## src/rtl/calc_mem_sequencer.sv

```systemverilog
// -----------------------------------------------------------------------------
// calc_mem_sequencer
//
// Turns calculator commands into fixed bus transactions on the shared data
// memory that the ARM core polls. It also arbitrates that single memory port
// between the core and the calculator side.
//
// Command flow:
//   NUM1 / NUM2 : one write of the operand to its mailbox word, then respond.
//   OP          : write the operator code, write 1 to GO, then respond.
//   RESULT      : poll DONE until non-zero (or give up after POLL_LIMIT reads),
//                 read RES, clear DONE, then respond with the result.
// Every accepted command produces exactly one rsp_valid pulse.
//
// Arbitration: the core wins whenever it requests, unless the calculator has
// been blocked in a bus-use state for STARVE_LIMIT cycles. Then the calculator
// is forced through for one cycle. A blocked calculator simply holds its state.
//
// Ports:
//   clk, rst_n         clock (rising edge), synchronous active-low reset
//   cmd_valid/ready    command handshake; ready only while IDLE
//   cmd_op, cmd_data   0=NUM1, 1=NUM2, 2=OP, 3=RESULT; data ignored for RESULT
//   rsp_valid          one-cycle response pulse
//   rsp_data, rsp_err  result (RESULT only, else 0) and poll-timeout flag;
//                      both hold until the next accept
//   core_req/we/addr/wdata  core bus request for this cycle
//   core_gnt           combinational: the core owns the bus this cycle
//   core_rdata         mem_rdata passthrough (valid the cycle after a grant)
//   mem_we/addr/wdata  memory port; all zero when nobody uses the bus
//   mem_rdata          memory read data, one-cycle latency
//   busy               high whenever not IDLE
// -----------------------------------------------------------------------------
module calc_mem_sequencer #(
  parameter logic [31:0] NUM1_ADDR    = 32'd16,
  parameter logic [31:0] NUM2_ADDR    = 32'd20,
  parameter logic [31:0] OP_ADDR      = 32'd24,
  parameter logic [31:0] GO_ADDR      = 32'd28,
  parameter logic [31:0] DONE_ADDR    = 32'd32,
  parameter logic [31:0] RES_ADDR     = 32'd36,
  parameter int unsigned POLL_LIMIT   = 255,
  parameter int unsigned STARVE_LIMIT = 4
) (
  input  logic        clk,
  input  logic        rst_n,
  // command side
  input  logic        cmd_valid,
  output logic        cmd_ready,
  input  logic [1:0]  cmd_op,
  input  logic [31:0] cmd_data,
  output logic        rsp_valid,
  output logic [31:0] rsp_data,
  output logic        rsp_err,
  // core data port
  input  logic        core_req,
  input  logic        core_we,
  input  logic [31:0] core_addr,
  input  logic [31:0] core_wdata,
  output logic        core_gnt,
  output logic [31:0] core_rdata,
  // memory port
  output logic        mem_we,
  output logic [31:0] mem_addr,
  output logic [31:0] mem_wdata,
  input  logic [31:0] mem_rdata,
  output logic        busy
);

  localparam int unsigned STARVE_W = $clog2(STARVE_LIMIT + 1);

  typedef enum logic [1:0] {
    OP_NUM1   = 2'd0,
    OP_NUM2   = 2'd1,
    OP_OPER   = 2'd2,
    OP_RESULT = 2'd3
  } cmd_op_t;

  typedef enum logic [3:0] {
    IDLE,
    WR_DATA,
    WR_GO,
    POLL_RD,
    POLL_CHK,
    RES_RD,
    RES_CAP,
    CLR_DONE,
    RSP
  } state_t;

  state_t              state;
  cmd_op_t             op_q;
  logic [31:0]         data_q;
  logic [7:0]          poll_cnt;
  logic [7:0]          poll_next;
  logic [STARVE_W-1:0] starve;

  // Calculator-side bus request derived from the current state.
  logic        calc_bus;
  logic        calc_we;
  logic [31:0] calc_addr;
  logic [31:0] calc_wdata;
  logic        calc_force;
  logic        calc_go;   // calculator owns the bus this cycle

  // NOTE: every signal gets a default before the case so no path leaves it
  // unassigned; otherwise synthesis infers a latch.
  always_comb begin
    calc_bus   = 1'b0;
    calc_we    = 1'b0;
    calc_addr  = '0;
    calc_wdata = '0;
    unique case (state)
      WR_DATA: begin
        calc_bus   = 1'b1;
        calc_we    = 1'b1;
        calc_wdata = data_q;
        unique case (op_q)
          OP_NUM1: calc_addr = NUM1_ADDR;
          OP_NUM2: calc_addr = NUM2_ADDR;
          default: calc_addr = OP_ADDR;
        endcase
      end
      WR_GO: begin
        calc_bus   = 1'b1;
        calc_we    = 1'b1;
        calc_addr  = GO_ADDR;
        calc_wdata = 32'd1;
      end
      POLL_RD: begin
        calc_bus  = 1'b1;
        calc_addr = DONE_ADDR;
      end
      RES_RD: begin
        calc_bus  = 1'b1;
        calc_addr = RES_ADDR;
      end
      CLR_DONE: begin
        calc_bus   = 1'b1;
        calc_we    = 1'b1;
        calc_addr  = DONE_ADDR;
        calc_wdata = 32'd0;
      end
      default: ;
    endcase
  end

  // The core is only refused when the calculator has waited long enough.
  assign calc_force = calc_bus & (starve >= STARVE_W'(STARVE_LIMIT));
  assign core_gnt   = core_req & ~calc_force;
  assign calc_go    = calc_bus & ~core_gnt;

  always_comb begin
    mem_we    = 1'b0;
    mem_addr  = '0;
    mem_wdata = '0;
    if (core_gnt) begin
      mem_we    = core_we;
      mem_addr  = core_addr;
      mem_wdata = core_wdata;
    end else if (calc_bus) begin
      mem_we    = calc_we;
      mem_addr  = calc_addr;
      mem_wdata = calc_wdata;
    end
  end

  assign core_rdata = mem_rdata;
  assign cmd_ready  = (state == IDLE);
  assign busy       = (state != IDLE);
  assign poll_next  = poll_cnt + 8'd1;

  // NOTE: sequential state uses non-blocking assignments so every flop
  // samples the pre-edge values, independent of statement order.
  always_ff @(posedge clk) begin
    if (!rst_n) begin
      state     <= IDLE;
      op_q      <= OP_NUM1;
      data_q    <= '0;
      poll_cnt  <= '0;
      starve    <= '0;
      rsp_valid <= 1'b0;
      rsp_data  <= '0;
      rsp_err   <= 1'b0;
    end else begin
      rsp_valid <= 1'b0;

      // Starvation counts only cycles in which the calculator wanted the bus
      // and lost it; any calculator win clears it.
      if (calc_bus) begin
        if (core_gnt) begin
          if (starve < STARVE_W'(STARVE_LIMIT)) starve <= starve + 1'b1;
        end else begin
          starve <= '0;
        end
      end

      unique case (state)
        IDLE: begin
          if (cmd_valid) begin
            op_q     <= cmd_op_t'(cmd_op);
            data_q   <= cmd_data;
            rsp_data <= '0;
            rsp_err  <= 1'b0;
            poll_cnt <= '0;
            state    <= (cmd_op_t'(cmd_op) == OP_RESULT) ? POLL_RD : WR_DATA;
          end
        end
        WR_DATA: begin
          if (calc_go) begin
            if (op_q == OP_OPER) begin
              state <= WR_GO;
            end else begin
              state     <= RSP;
              rsp_valid <= 1'b1;
            end
          end
        end
        WR_GO: begin
          if (calc_go) begin
            state     <= RSP;
            rsp_valid <= 1'b1;
          end
        end
        POLL_RD: begin
          if (calc_go) state <= POLL_CHK;
        end
        POLL_CHK: begin
          // mem_rdata here belongs to our DONE read from the previous cycle,
          // regardless of who owns the bus now.
          if (mem_rdata != 32'd0) begin
            state <= RES_RD;
          end else begin
            poll_cnt <= poll_next;
            if (poll_next == 8'(POLL_LIMIT)) begin
              rsp_err   <= 1'b1;
              rsp_data  <= '0;
              rsp_valid <= 1'b1;
              state     <= RSP;
            end else begin
              state <= POLL_RD;
            end
          end
        end
        RES_RD: begin
          if (calc_go) state <= RES_CAP;
        end
        RES_CAP: begin
          rsp_data <= mem_rdata;
          state    <= CLR_DONE;
        end
        CLR_DONE: begin
          if (calc_go) begin
            state     <= RSP;
            rsp_valid <= 1'b1;
          end
        end
        RSP: begin
          state <= IDLE;
        end
        default: state <= IDLE;
      endcase
    end
  end

endmodule
```

## config.mk

```make
export PLATFORM = sky130hd
export DESIGN_NAME = calc_mem_sequencer
export DESIGN_NICKNAME = d
export VERILOG_FILES = /design/src/rtl/calc_mem_sequencer.sv
export SDC_FILE = /design/constraint.sdc
export NUM_CORES = 1
export LEC_CHECK = 0
export ABC_AREA = 1
export CORE_MARGIN = 2
export CORE_UTILIZATION = 41
export CTS_CLUSTER_DIAMETER = 60
export DETAILED_ROUTE_END_ITERATION = 8
export PLACE_DENSITY = 0.87
export SLEW_MARGIN = 20
export SYNTH_ARGS = -nofsm -noshare
export SYNTH_HDL_FRONTEND = slang
export SYNTH_SLANG_ARGS = --single-unit
```

## constraint.sdc

```tcl
create_clock -name clk -period 3.4 [get_ports clk]
set_clock_uncertainty 0.1 [all_clocks]
set_input_delay 0.68 -clock clk [delete_from_list [all_inputs] [get_ports clk]]
set_output_delay 0.68 -clock clk [all_outputs]
set_load 0.02 [all_outputs]
```

---- After elaboration in Yosys (flattened, before gate mapping) ----
Index checks and enable logic that the tools add are counted.
word-level totals
  flip-flop bits (word level) ............. 83
  input bits .............................. 135
  bits in writable memories ............... 0
  latch bits .............................. 0
  bits in read-only memories .............. 0
  output and inout port bits .............. 134
  word-level logic and storage cells ...... 92
  memories kept ........................... 0
operators by class
  multiplexer cells ....................... 40
  equal/unequal tests ..................... 19
  divide/modulo/power cells ............... 0
  add/subtract/negate cells ............... 2
  order comparisons ....................... 2
  bitwise logic cells ..................... 5
  reductions and logical operators ........ 16
  multiply operators ...................... 0
  shifts and indexed selects .............. 0
operator list
  kind                                                 count
  two-way mux 32 bit                                   7
  case mux 32 bit (3 select lines)                     1
  case mux 32 bit (2 select lines)                     1
  two-way mux 4 bit                                    8
  nonzero test 32 bit                                  1
  case mux 4 bit (7 select lines)                      1
  case mux 6 bit (4 select lines)                      1
  equality test 4 x 3 -> 1 bit, second input constant  4
  two-way mux 8 bit                                    2
  case mux 8 bit (2 select lines)                      1
  two-way mux 1 bit                                    12
  != test 2 bit, second input constant                 6
  adder 8 x 1 -> 8 bit, second input constant          1
  equality test 4 x 2 -> 1 bit, second input constant  2
  equality test 8 bit, second input constant           1
  case mux 4 bit (2 select lines)                      1
  AND reduction 4 bit                                  2
  two-way mux 3 bit                                    2
  AND reduction 5 bit                                  1
  OR reduction 5 bit                                   1
  equality test 2 bit, second input constant           2
  equality test 4 x 1 -> 1 bit, second input constant  1
  zero test 4 bit                                      1
  != test 2 x 1 -> 1 bit, second input constant        2
  17 further kinds                                     22

---- Logic depth before layout (Yosys ltp) ----
  word-level depth ........................ 10
  mapped depth ............................ 13
  depth with buffers taken out ............ 12

---- Worst setup path after synthesis ----
OpenSTA, ideal clock, no wires.
  kind .................................... register to output
  start ................................... register state[1]
  end ..................................... output mem_wdata[10]
  arrival time ............................ 1.631 ns
  setup slack ............................. 0.989 ns
  data required time ...................... 2.620 ns
  path buffers ............................ 1
  stages on the path, launching flop included .. 10
  cells stage by stage .................... dfxtp_1 inv_2 nor2_1 nor2_1 nor2_4 nand2_1 nand2_2 inv_2 buf_2 o31ai_1
between the ends
  cells in the longest elaborated chain, start to end .. 7
  elaborated cells between the ends (all ways) .. 13
  those cells by class .................... 5 x eq/ne; 4 x mux; 3 x bitwise; 1 x reduce/logical
RTL lines
  element                                               RTL line  text
  start, declared                                       89        state_t state;
  start signal, assigned                                204       state <= (cmd_op_t'(cmd_op) == OP_RESULT) ? POLL_RD : WR_DATA;
  equality test 4 x 3 -> 1 bit (tied with other cells)  111       unique case (state)
  OR reduction 5 bit (no source line)                   n/a
  two-way mux 1 bit                                     111
  AND 1 bit                                             147       assign calc_force = calc_bus & (starve >= STARVE_W'(STARVE_LIMIT));
  inverter 1 bit                                        148       assign core_gnt = core_req & ~calc_force;
  AND 1 bit                                             148
  two-way mux 32 bit *                                  155       if (core_gnt) begin
  end, declared                                         63        output logic [31:0] mem_wdata,
Every way passes the cells marked *; elsewhere a longest branch is shown, timed or not.

---- Worst setup path in the final report ----
  start ................................... register state[1]
  end ..................................... output core_gnt
between the ends
  cells in the longest elaborated chain, start to end .. 6
  elaborated cells between the ends (all ways) .. 10
  those cells by class .................... 5 x eq/ne; 1 x mux; 3 x bitwise; 1 x reduce/logical
RTL lines
  element                                               RTL line  text
  equality test 4 x 3 -> 1 bit (tied with other cells)  111
  OR reduction 5 bit (no source line) *                 n/a
  two-way mux 1 bit *                                   111
  AND 1 bit *                                           147
  inverter 1 bit *                                      148
  AND 1 bit *                                           148
  end, declared                                         58        output logic core_gnt,
Marked as above.

==> qor.yml <==
met3WireLength_mm: 1.45
ys.warnings.count: 0
gp_congestion: 0.870
drtAntennaViolNets: 0
syn_area_um2: 4510
worst-setup-path-type: "flop to primary output"
arrival_ns: 2.30
min_path_type: "flop to flop"
yosysTopAreaCellShare_pct: 36.9
p_total_mw: 3.54
final_cells: 1025
min_period_ns: 3.08
vias: 5014
antenna_found_initial: 2
pwr_density_cell_nw_per_um2: 480
finalSetupViolCount: 0
ys_ff_latch: 83
numCtsBuffers: 9
area_growth_pct: 63.5
io_buffers: 268
wl_per_cell_um: 15.1
cts_root_buffer: "clkbuf_8"
crit_required_ns: 2.62
layout-drive-gt1-share_pct: 6.68
coreArea_um2: 10800
rsz0062_at_grt: "no"
crit_path_start_kind: "flop"
placed_cells_incl_taps: 1007
p_leak_nw: 3.30
grt_pass1_vias: 4717
top_layer: "met4"
worst_slew_pin_slew_ns: 0.516
cts_buffer_depth: 2
hold_viol_final: 0
critPathCaptureType: "primary output"
synthesis.nets: 796
h-tree-depth: 3
fin_nets: 1016
grt_pass1_wl_mm: 23.0
synth-edff-count: 0
die-width_um: 109
vdd.ir_drop.worst_v: 0.000373
rows: 38
tns_ns: 0
timing.fmax_mhz: 324
postCtsSetupBuffers: 0
grt_overflow_total: 0
fin_crit_sh_pct: 90.7
outcome: "finished, final reports clean"
vias_per_cell: 4.89
insertion_delay_ns: 0.36
grt_max_degree: 40
synthTopCellsByCount: "nand2_1 (153), dfxtp_1 (83), inv_1 (78)"
syn_area_per_cell_um2: 6.85
netlist_top_cells_area: "dfxtp_1 (37%), nand2_1 (13%), a21oi_1 (8.4%)"
cts_tree: "done"
ys_async_sr_fraction_pct: 0
max_slew_margin_pct: 65.5
die_h_um: 109
path_max_fanout: 37
drcViolationCount: 0
initial_core_util_pct: 41.7
final_util_pct: 68.2
wl_met2_mm: 7.78
dp_hpwl_mm: 11.8
drt_first_pass_iters: 4
cts.sinks: 83
drv_cap: 0
clkSlewWorstSetupHoldPaths_ns: 0.09
design.die.area_um2: 11800
synth.most_common_cell: "nand2_1"
dominantRegCellSynth: "dfxtp_1"
place_ws_ns: 0.198
ios: 269
synth-seq-area-share_pct: 36.9
slew_violations: 0
synth_top_area_cell: "dfxtp_1"
worst_slack_ns: 0.318
wl_met1_mm: 5.75
drtIter0Drc: 336
yosysUniqueCellTypes: 33
grt_use_total_pct: 25.2
synth_cells: 658
wl_mm: 15.5
==> worst paths after layout <==
path	from	to	slack (ns)	cells past startpoint
min reg2reg	data_q[3]$_SDFFE_PN0P_	data_q[3]$_SDFFE_PN0P_	0.36	2
max	state[1]$_SDFFE_PN0P_	core_gnt	0.32	9
min	data_q[3]$_SDFFE_PN0P_	data_q[3]$_SDFFE_PN0P_	0.36	2
max reg2reg	state[3]$_SDFFE_PN0P_	poll_cnt[0]$_SDFFE_PN0P_	1.12	8
==> sequential cells by signal (all words and copies together) (netlist names) <==
register and cells:
starve 3, rsp_valid 1, op_q 2, data_q 32, state 4, poll_cnt 8, rsp_data 32, rsp_err 1
==> layout make-up <==
class | instances | area [µm²]
Antenna cell | 2 | 5.00
Clock buffer | 9 | 124
Clock inverter | 7 | 106
Fill cell | 910 | 3430
Inverter | 83 | 312
Multi-Input combinational cell | 424 | 2100
Sequential cell | 83 | 1660
Tap cell | 140 | 175
Timing Repair Buffer | 277 | 2880
==> repair_timing <==
action	in CTS	in global routing
resized for setup	0	37
hold buffers	0	0
endpoints found under the setup margin	0	37
==> through the flow <==
step | cell area [µm²] | hold slack (ns)
global route | 7360 | 0.374
CTS | 7270 | 0.362
finish | 7360 | 0.360
floorplan | 4510 | 0.329
global placement | 7040 | 0.341
detailed placement | 7040 | 0.349
==> worst max-delay path: stages (launching register included) <==
cell and delay, ns:
dfxtp_1 0.37, inv_2 0.09, nor2_1 0.04, nor2_1 0.22, nor2_4 0.08, nand2_1 0.09, nand2_2 0.08, inv_2 0.13
buf_12 0.22, clkdlybuf4s50_1 0.63
==> layer usage <==
| layer | global-route usage (%) | up-vias |
|---|---|---|
| li1 | - | 2517 |
| met1 | 26.4 | 2255 |
| met4 | 10.8 | 0 |
| met5 | 0 | - |
| met3 | 9.03 | 31 |
| met2 | 45.5 | 211 |
==> power breakdown <==
part,internal (mW),switching (mW)
combinational,0.581,0.906
clock,0.428,0.401
sequential,1.14,0.0846
==> cell usage in the layout, fill, tap and decap left out, types with 2 or more instances in the layout <==
cell type | netlist | layout
clkdlybuf4s50_1 | 0 | 231
nand2_1 | 153 | 152
dfxtp_1 | 83 | 83
inv_1 | 78 | 78
a21oi_1 | 76 | 76
nor2_1 | 73 | 73
o21ai_0 | 40 | 40
dlymetal6s2s_1 | 0 | 37
o31ai_2 | 16 | 16
o31ai_1 | 15 | 15
nand3_1 | 14 | 13
clkbuf_8 | 0 | 9
a31oi_1 | 6 | 6
buf_4 | 33 | 6
inv_2 | 5 | 5
nor3_1 | 5 | 5
nand2_2 | 3 | 4
nor2_4 | 3 | 3
o21ai_1 | 3 | 3
ha_1 | 3 | 3
inv_6 | 0 | 3
buf_12 | 0 | 3
diode_2 | 0 | 2
nor2_2 | 2 | 2
bufinv_16 | 0 | 2
==> logic make-up after synthesis <==
logic type,share of synthesized area (%)
AOI/OAI and AO/OA,21.9
DFF,36.9
buffers and inverters,16.7
adders and majority gates,0.833
and+or+nand+nor,23.3
xor gates and xnor gates,0.389
Note: power is estimated with default switching activity, not from simulation.
